$ cat config.mk
export PLATFORM = sky130hd
export DESIGN_NAME = seg_scan_decoder
export DESIGN_NICKNAME = d
export VERILOG_FILES = /design/src/rtl/seg_scan_pkg.sv /design/src/rtl/seg7_to_bcd.sv /design/src/rtl/seg_scan_decoder.sv
export SDC_FILE = /design/constraint.sdc
export NUM_CORES = 1
export LEC_CHECK = 0
export BUFFER_PORTS_ARGS = -buffer_cell sky130_fd_sc_hd__buf_2
export CAP_MARGIN = 10
export CORE_MARGIN = 5
export CORE_UTILIZATION = 36
export DETAILED_ROUTE_END_ITERATION = 8
export PLACE_DENSITY = 0.52
export SLEW_MARGIN = 20
export SYNTH_ARGS = -nofsm -noshare
export SYNTH_HDL_FRONTEND = slang
export SYNTH_SLANG_ARGS = --single-unit
export TNS_END_PERCENT = 10
$ cat constraint.sdc
create_clock -name clk -period 3.2 [get_ports clk]
set_clock_uncertainty 0.2 [all_clocks]
set_input_delay 0.16 -clock clk [delete_from_list [all_inputs] [get_ports clk]]
set_output_delay 0.16 -clock clk [all_outputs]
set_load 0.05 [all_outputs]
$ cat src/rtl/seg_scan_pkg.sv
// Shared constants and types for the 7-segment scan decoder.
// Segment patterns are written a..g, MSB first (index 1 = segment a).
package seg_scan_pkg;

    localparam logic [1:7] SEG_0 = 7'b1111110;
    localparam logic [1:7] SEG_1 = 7'b0110000;
    localparam logic [1:7] SEG_2 = 7'b1101101;
    localparam logic [1:7] SEG_3 = 7'b1111001;
    localparam logic [1:7] SEG_4 = 7'b0110011;
    localparam logic [1:7] SEG_5 = 7'b1011011;
    localparam logic [1:7] SEG_6 = 7'b1011111;
    localparam logic [1:7] SEG_7 = 7'b1110000;
    localparam logic [1:7] SEG_8 = 7'b1111111;
    localparam logic [1:7] SEG_9 = 7'b1111011;

    localparam logic [3:0] BCD_ERR   = 4'hE;
    localparam logic [3:0] BCD_BLANK = 4'hF;

    typedef enum logic [1:0] {WAIT, SETTLE, HELD} state_t;

endpackage

$ cat src/rtl/seg7_to_bcd.sv
// Combinational 7-segment pattern to BCD decoder.
// SEG_BLANK_EN: when defined, the all-dark pattern is a legal blank digit (4'hF).
module seg7_to_bcd
    import seg_scan_pkg::*;
(
    input  logic [1:7] seg,
    output logic [3:0] bcd,
    output logic       err
);

    // Map each legal pattern to its digit; anything else is flagged.
    always_comb begin
        bcd = BCD_ERR;
        err = 1'b1;
        case (seg)
            SEG_0: begin bcd = 4'd0; err = 1'b0; end
            SEG_1: begin bcd = 4'd1; err = 1'b0; end
            SEG_2: begin bcd = 4'd2; err = 1'b0; end
            SEG_3: begin bcd = 4'd3; err = 1'b0; end
            SEG_4: begin bcd = 4'd4; err = 1'b0; end
            SEG_5: begin bcd = 4'd5; err = 1'b0; end
            SEG_6: begin bcd = 4'd6; err = 1'b0; end
            SEG_7: begin bcd = 4'd7; err = 1'b0; end
            SEG_8: begin bcd = 4'd8; err = 1'b0; end
            SEG_9: begin bcd = 4'd9; err = 1'b0; end
`ifdef SEG_BLANK_EN
            7'b0000000: begin bcd = BCD_BLANK; err = 1'b0; end
`else
            7'b0000000: begin bcd = BCD_ERR; err = 1'b1; end
`endif
            default: ;
        endcase
    end

endmodule

$ cat src/rtl/seg_scan_decoder.sv
// Recovers BCD digits from a multiplexed 7-segment display bus.
// Each strobed digit must be stable for STABLE_CYC cycles before capture;
// a full set of captured digits is delivered as one frame over valid/ready.
// Optional build macro SEG_BLANK_EN (see seg7_to_bcd) accepts blank digits.
module seg_scan_decoder
    import seg_scan_pkg::*;
#(
    parameter int NDIG       = 4,
    parameter int STABLE_CYC = 3
) (
    input  logic                clk,
    input  logic                rst,
    input  logic [1:7]          seg,
    input  logic [NDIG-1:0]     dig_sel,
    output logic [4*NDIG-1:0]   bcd_out,
    output logic [NDIG-1:0]     out_err,
    output logic                out_valid,
    input  logic                out_ready,
    output logic                overrun
);

    state_t                 state;
    logic [7:0]             cnt;
    logic [1:7]             rec_seg;
    logic [NDIG-1:0]        rec_sel;
    logic [NDIG-1:0]        mask;
    logic [NDIG-1:0][3:0]   fbuf;
    logic [NDIG-1:0]        ebuf;

    logic                   sel_ok;
    logic                   same;
    logic                   eligible;
    logic [8:0]             nc;
    logic                   cap;
    logic [3:0]             dec_bcd;
    logic                   dec_err;

    seg7_to_bcd u_dec (
        .seg (seg),
        .bcd (dec_bcd),
        .err (dec_err)
    );

    // Settle bookkeeping: nc is the run length including this cycle;
    // capture fires on the cycle the run reaches STABLE_CYC.
    always_comb begin
        sel_ok   = $onehot(dig_sel);
        same     = (seg == rec_seg) && (dig_sel == rec_sel);
        // In HELD only a strobe change re-arms; segment flicker is ignored.
        eligible = sel_ok && !(state == HELD && dig_sel == rec_sel);
        nc       = (state == SETTLE && same) ? {1'b0, cnt} + 9'd1 : 9'd1;
        cap      = eligible && (nc == 9'(STABLE_CYC));
    end

    // Scan FSM: WAIT for a valid strobe, SETTLE while counting, HELD after capture.
    always_ff @(posedge clk) begin
        if (rst) begin
            state   <= WAIT;
            cnt     <= 8'd0;
            rec_seg <= '0;
            rec_sel <= '0;
        end else if (!sel_ok) begin
            state <= WAIT;
            cnt   <= 8'd0;
        end else if (eligible) begin
            rec_seg <= seg;
            rec_sel <= dig_sel;
            cnt     <= nc[7:0];
            state   <= cap ? HELD : SETTLE;
        end
    end

    // Frame buffer, capture mask and output register with drop-on-busy.
    always_ff @(posedge clk) begin
        if (rst) begin
            mask      <= '0;
            fbuf      <= '0;
            ebuf      <= '0;
            bcd_out   <= '0;
            out_err   <= '0;
            out_valid <= 1'b0;
            overrun   <= 1'b0;
        end else begin
            if (cap) begin
                for (int i = 0; i < NDIG; i++) begin
                    if (dig_sel[i]) begin
                        fbuf[i] <= dec_bcd;
                        ebuf[i] <= dec_err;
                    end
                end
            end
            if (out_valid && out_ready)
                out_valid <= 1'b0;
            if (&mask) begin
                // A capture in the completion cycle starts the next frame.
                mask <= cap ? dig_sel : '0;
                if (!out_valid || out_ready) begin
                    bcd_out   <= fbuf;
                    out_err   <= ebuf;
                    out_valid <= 1'b1;
                end else begin
                    overrun <= 1'b1;
                end
            end else if (cap) begin
                mask <= mask | dig_sel;
            end
        end
    end

endmodule
* Word-level counts from Yosys, hierarchy flattened *
Index checks and enable logic that the tools add are counted.

word-level totals
  flip-flop bits (word level) = 67
  bits in latches = 0
  bits in writable memories = 0
  bits in read-only memories = 0
  output and inout bits = 22
  memories kept = 0

cells by class
  add/sub/neg operators = 4
  multiply operators = 0
  divide/modulo/power cells = 0
  order comparisons = 0
  equal/unequal tests = 16
  shifts and indexed selects = 0
  multiplexer cells = 10
  bitwise operators = 3
  reduce and logical (&&, ||, !) cells = 20

operator list
  operator             number
  $eq 7x7->1 const B   8
  $pmux 4 s10          1
  $eq 7x6->1 const B   2
  $mux 4               3
  $reduce_and 2->1     5
  $reduce_and 5->1     2
  $reduce_or 10->1     1
  $add 8x1->9 const B  1
  $eq 9x2->1 const B   1
  $mux 9               1
  $eq 7x7->1           1
  $logic_and 1x1->1    6
  $add 1x1->2          2
  $eq 4x4->1           1
  $mux 1               4
  $or 4x4->4           1
  $reduce_and 4->1     1
  $add 2x2->3          1
  $eq 3x1->1 const B   1
  $eq 2x1->1 const B   1
  $eq 2x2->1 const B   1
  $logic_not 1->1      2
  $mux 2               1
  $not 1->1            2
  3 further kinds      3

* Logic depth before layout (Yosys ltp) *
  word-level depth = 8
  depth in mapped cells = 11
  mapped depth without buffers = 10

* Modules after synthesis *
Synthesis repeated with hierarchy kept, for this count alone.

second synthesis, totals
  cells, all modules = 339
  area, all modules = 3071.7 sq um

modules (own cells, without submodules)
  module            instances  cells an instance  area each (sq um)  sequential area each (sq um)
  seg_scan_decoder  1          310                2895.3             1341.3
  seg7_to_bcd       1          29                 176.4              0.0

* Worst setup path before layout *
OpenSTA, ideal clock, no wires.

  path kind = input port to flip-flop
  from = input dig_sel[0]
  to = register fbuf[11] (netlist bit)
  setup time = 0.132 ns
  data arrival time = 2.722 ns
  data required time = 2.868 ns
  slack = 0.145 ns
  cell stages on the path = 11
  buffers on the path = 1
  path through = inv_1 fa_1 inv_1 ha_1 ha_1 nor3b_4 nand4_2 or3_1 buf_2 o41ai_1 a21oi_1

on the way
  longest elaborated chain between the ends = 7
  elaborated cells on any way between the ends = 13
  those cells by class = 2 x add/sub; 3 x eq/ne; 1 x mux; 7 x reduce/logical

RTL lines
  what                                   RTL line                                        RTL
  from (decl)                            seg_scan_decoder.sv:14                          input logic [NDIG-1:0] dig_sel,
  $eq 4x4->1                             seg_scan_decoder.sv:48, seg_scan_decoder.sv:50
  $logic_and 1x1->1                      seg_scan_decoder.sv:48                          same = (seg == rec_seg) && (dig_sel == rec_sel);
  $logic_and 1x1->1                      seg_scan_decoder.sv:51                          nc = (state == SETTLE && same) ? {1'b0, cnt} + 9'd1 : 9'd1;
  $mux 9                                 seg_scan_decoder.sv:51
  $eq 9x2->1                             seg_scan_decoder.sv:52                          cap = eligible && (nc == 9'(STABLE_CYC));
  $logic_and 1x1->1 (*)                  seg_scan_decoder.sv:52
  $reduce_and 2->1 (no source line) (*)  n/a
  to (signal assigned)                   seg_scan_decoder.sv:77                          fbuf <= '0;
  to (signal, indexed assignment)        seg_scan_decoder.sv:87                          fbuf[i] <= dec_bcd;
  to (decl)                              seg_scan_decoder.sv:27                          logic [NDIG-1:0][3:0] fbuf;

Mark *: on every way between the ends. The rest lies on a longest branch, timed or not.
A chain may end at the register's enable or synchronous reset.

* Final worst setup path *
  from = input dig_sel[2]
  to = register fbuf[1] (netlist bit)

The elaborated chain is that of the path after synthesis.

==> flow_metrics.env <==
export IMPL_total_power_uw=1770
export IMPL_m1WireLength_um=3420
export IMPL_routed_wl_met2_um=3510
export IMPL_finalHoldViolCount=0
export IMPL_top_layer_used="met4"
export IMPL_initial_core_util_pct=36.4
export IMPL_setup_violations_final=0
export IMPL_post_synth_instance_area_um2=3110
export IMPL_sequential_area_share_after_synthesis_pct=43.1
export IMPL_gp_congestion=0.755
export IMPL_grt_overflow_total=0
export IMPL_post_cts_buffers=0
export IMPL_synth_warnings=0
export IMPL_largest_net_degree_at_the_start_of_global_routing=37
export IMPL_yosysTopAreaCell="sky130_fd_sc_hd__dfxtp_1"
export IMPL_routed_via_density=5.19
export IMPL_share_of_the_synthesized_area_in_the_top_cell_type_pct=43.1
export IMPL_post_route_util_pct=42.7
export IMPL_resize_count_post_cts=0
export IMPL_postSynthRegisterBits=67
export IMPL_slew_headroom_pct=48.8
export IMPL_drtAntennaViolNets=0
export IMPL_synth_area_leaders="sky130_fd_sc_hd__dfxtp_1 43%, sky130_fd_sc_hd__mux2i_1 7.7%, sky130_fd_sc_hd__a21oi_1 6.8%"
export IMPL_clkSlewWorstSetupHoldPaths_ns=0.07
export IMPL_worst_slew_pin_slew_ns=0.768
export IMPL_drc=0
export IMPL_power_density_cell_area_nw_per_um2=485
export IMPL_drt_wirelength_per_cell_um=14.3
export IMPL_cts_root_buf="sky130_fd_sc_hd__clkbuf_8"
export IMPL_clock_path_buffers=2
export IMPL_fin_worst_hold_slack_ns=0.0136
export IMPL_cp_common_cell="sky130_fd_sc_hd__ha_1"
export IMPL_synthesis_area_per_instance_um2=8.76
export IMPL_synth_most_common_cell="sky130_fd_sc_hd__dfxtp_1"
export IMPL_cap_violations=0
export IMPL_layoutNonFillerInstCount=507
export IMPL_synthesis_to_layout_area_growth_pct=17.3
export IMPL_result_of_the_run="completed"
export IMPL_period_needed_ns=2.80
export IMPL_path_delay_family="simple AND/OR/NAND/NOR gates"
export IMPL_slew_viol_final=0
export IMPL_placement_rows=34
export IMPL_cts_tree="done"
export IMPL_routed_wl_met3_um=205
export IMPL_drt_initial_drc_count=105
export IMPL_multi_input_gate_area_um2=1660
export IMPL_period_share_pct=87.6
export IMPL_grt_pass1_wl_um=12200
export IMPL_die_area_um2=10600
export IMPL_max_vdd_ir_drop_mv=0.230
export IMPL_synthesis_instances=355
export IMPL_floorplan_io_pins=36
export IMPL_synthesis_nets=373
export IMPL_capturing_element_type_of_the_critical_path="register"
export IMPL_clk_insertion_delay_late_ns=0.34
export IMPL_min_delay_path_class="in2reg"
export IMPL_dp_hpwl_um=5060
export IMPL_tritonroute_pass_1_iters=4
export IMPL_antenna_cells_inserted=0
export IMPL_timing_critical_path_required_ns=3.22
export IMPL_crit_start_category="input port"
export IMPL_grt_total_usage_pct=14.8
export IMPL_worst_path_cell_with_the_longest_stage_delay="sky130_fd_sc_hd__or3_1"
export IMPL_final_nets=412
export IMPL_crit_chain="dlygate4sd3_1 -> buf_2 -> ha_1 -> ha_1 -> nor3b_4 -> nand4_2 -> or3_1 -> o41ai_1 -> a21oi_1"
export IMPL_critical_path_class="in2reg"
export IMPL_worst_path_buf_inv=2
export IMPL_fmax_mhz=357
export IMPL_number_of_unique_standard_cell_types_used_by_synthesis=47
export IMPL_setup_tns_ns=0
export IMPL_clock_sinks=67
export IMPL_p_leak_uw=0.00143
export IMPL_drive_above_1_share_pct=17.0
export IMPL_core_area_um2=8550
export IMPL_asyncSetResetFlopFracSynth_pct=0
export IMPL_fill_cells=864
export IMPL_yosys_top_cells_count="67 x sky130_fd_sc_hd__dfxtp_1, 54 x sky130_fd_sc_hd__nand2_1, 42 x sky130_fd_sc_hd__a21oi_1"
export IMPL_critPathMaxFanout=8
export IMPL_register_area_um2=1340
export IMPL_synth_top_flop_cell="sky130_fd_sc_hd__dfxtp_1"
export IMPL_cts_inserted_buffers=9
export IMPL_antenna_found_initial=0
export IMPL_post_synth_edffs=0
export IMPL_worst_ep_arrival_time_ns=2.82
export IMPL_die_boundary_height_um=103
export IMPL_numPortBuffers=35
export IMPL_cts_hold_repair_buffers=6
export IMPL_critical_path_max_stage_delay_ns=0.54
export IMPL_cts_htree_levels=3
export IMPL_die_w_um=103
export IMPL_first_global_vias=2509
export IMPL_unrepaired_setup_endpoints_after_global_routing="false"
export IMPL_route_vias_total=2629
export IMPL_routed_wl_um=7250
export IMPL_dpl_cell_count=485
-- area by class of cell --
type / instances / area share [%]
multi-input cells: 260 / 45.6
flip-flops and latches: 67 / 36.8
repair buffers: 48 / 7.88
well taps: 108 / 3.70
clock buffers: 10 / 3.50
clock inverters: 6 / 1.78
inverters: 8 / 0.823
-- cells in the final DEF (no fill, tap or decap), drive strengths merged, types with 2 or more instances in the layout --
| cell | instances |
|---|---|
| a211oi | 2 |
| a21o | 2 |
| a21oi | 42 |
| a311oi | 2 |
| a31oi | 2 |
| and3 | 2 |
| buf | 42 |
| clkbuf | 10 |
| clkinv | 3 |
| dfxtp | 67 |
| dlygate4sd3 | 6 |
| ha | 3 |
| inv | 9 |
| mux2i | 24 |
| nand2 | 54 |
| nand2b | 18 |
| nand3 | 12 |
| nand4 | 12 |
| nor2 | 22 |
| nor2b | 2 |
| nor3 | 4 |
| nor3b | 3 |
| nor4 | 6 |
| o2111ai | 4 |
| o21ai | 3 |
| o41ai | 8 |
| or2 | 2 |
| or3 | 4 |
| xnor2 | 12 |
| xor2 | 2 |
-- per-stage QoR --
step / worst slack, ns / instance area (um^2)
CTS: 0.424 / 3650
global placement: 0.130 / 3400
floorplan: 0.145 / 3110
finish: 0.397 / 3650
detailed placement: 0.103 / 3400
global route: 0.194 / 3650
-- flip-flops by register name (all words and copies together), names as in the netlist --
signal	flops
bcd_out	16
fbuf	16
cnt	8
rec_seg	7
ebuf	4
mask	4
out_err	4
rec_sel	4
state	2
out_valid	1
overrun	1
-- power by group --
group          leakage, uW  internal, uW  total [uW]  switching [uW]
Combinational     0.000787          88.6         208             119
Clock            0.0000966           361         699             337
Sequential        0.000541           850         862            11.7
-- per-layer routing --
| metal | up-vias | global-route usage (%) |
|---|---|---|
| met5 | - | 0 |
| met4 | 0 | 6.08 |
| met3 | 10 | 2.77 |
| met2 | 36 | 24.2 |
| met1 | 1239 | 19.2 |
| li1 | 1344 | - |
-- final timing paths --
kind | from | end | slack, ns | cells after the start
max reg2reg | cnt[0] | fbuf[1] | 0.71 | 6
min reg2reg | bcd_out[11] | bcd_out[11] | 0.25 | 2
min | dig_sel[0] | rec_sel[0] | 0.01 | 4
max | dig_sel[2] | fbuf[1] | 0.40 | 9
-- worst reg2reg max path: cells and delay by family, from the launching register on --
kind | cells | cell delay [ns]
AOI/OAI and AO/OA | 3 | 0.79
and+or+nand+nor | 2 | 0.67
DFF | 1 | 0.44
adders and majority gates | 1 | 0.27
-- cell families after synthesis --
logic type	Yosys count	synth area share [%]
compound gates	71	15.0
xor+xnor	14	3.94
fa+ha+maj	4	1.85
mux	24	7.72
buf+inv	28	3.42
simple gates	147	24.9
flops	67	43.1
Note: power is estimated with default switching activity, not from simulation.
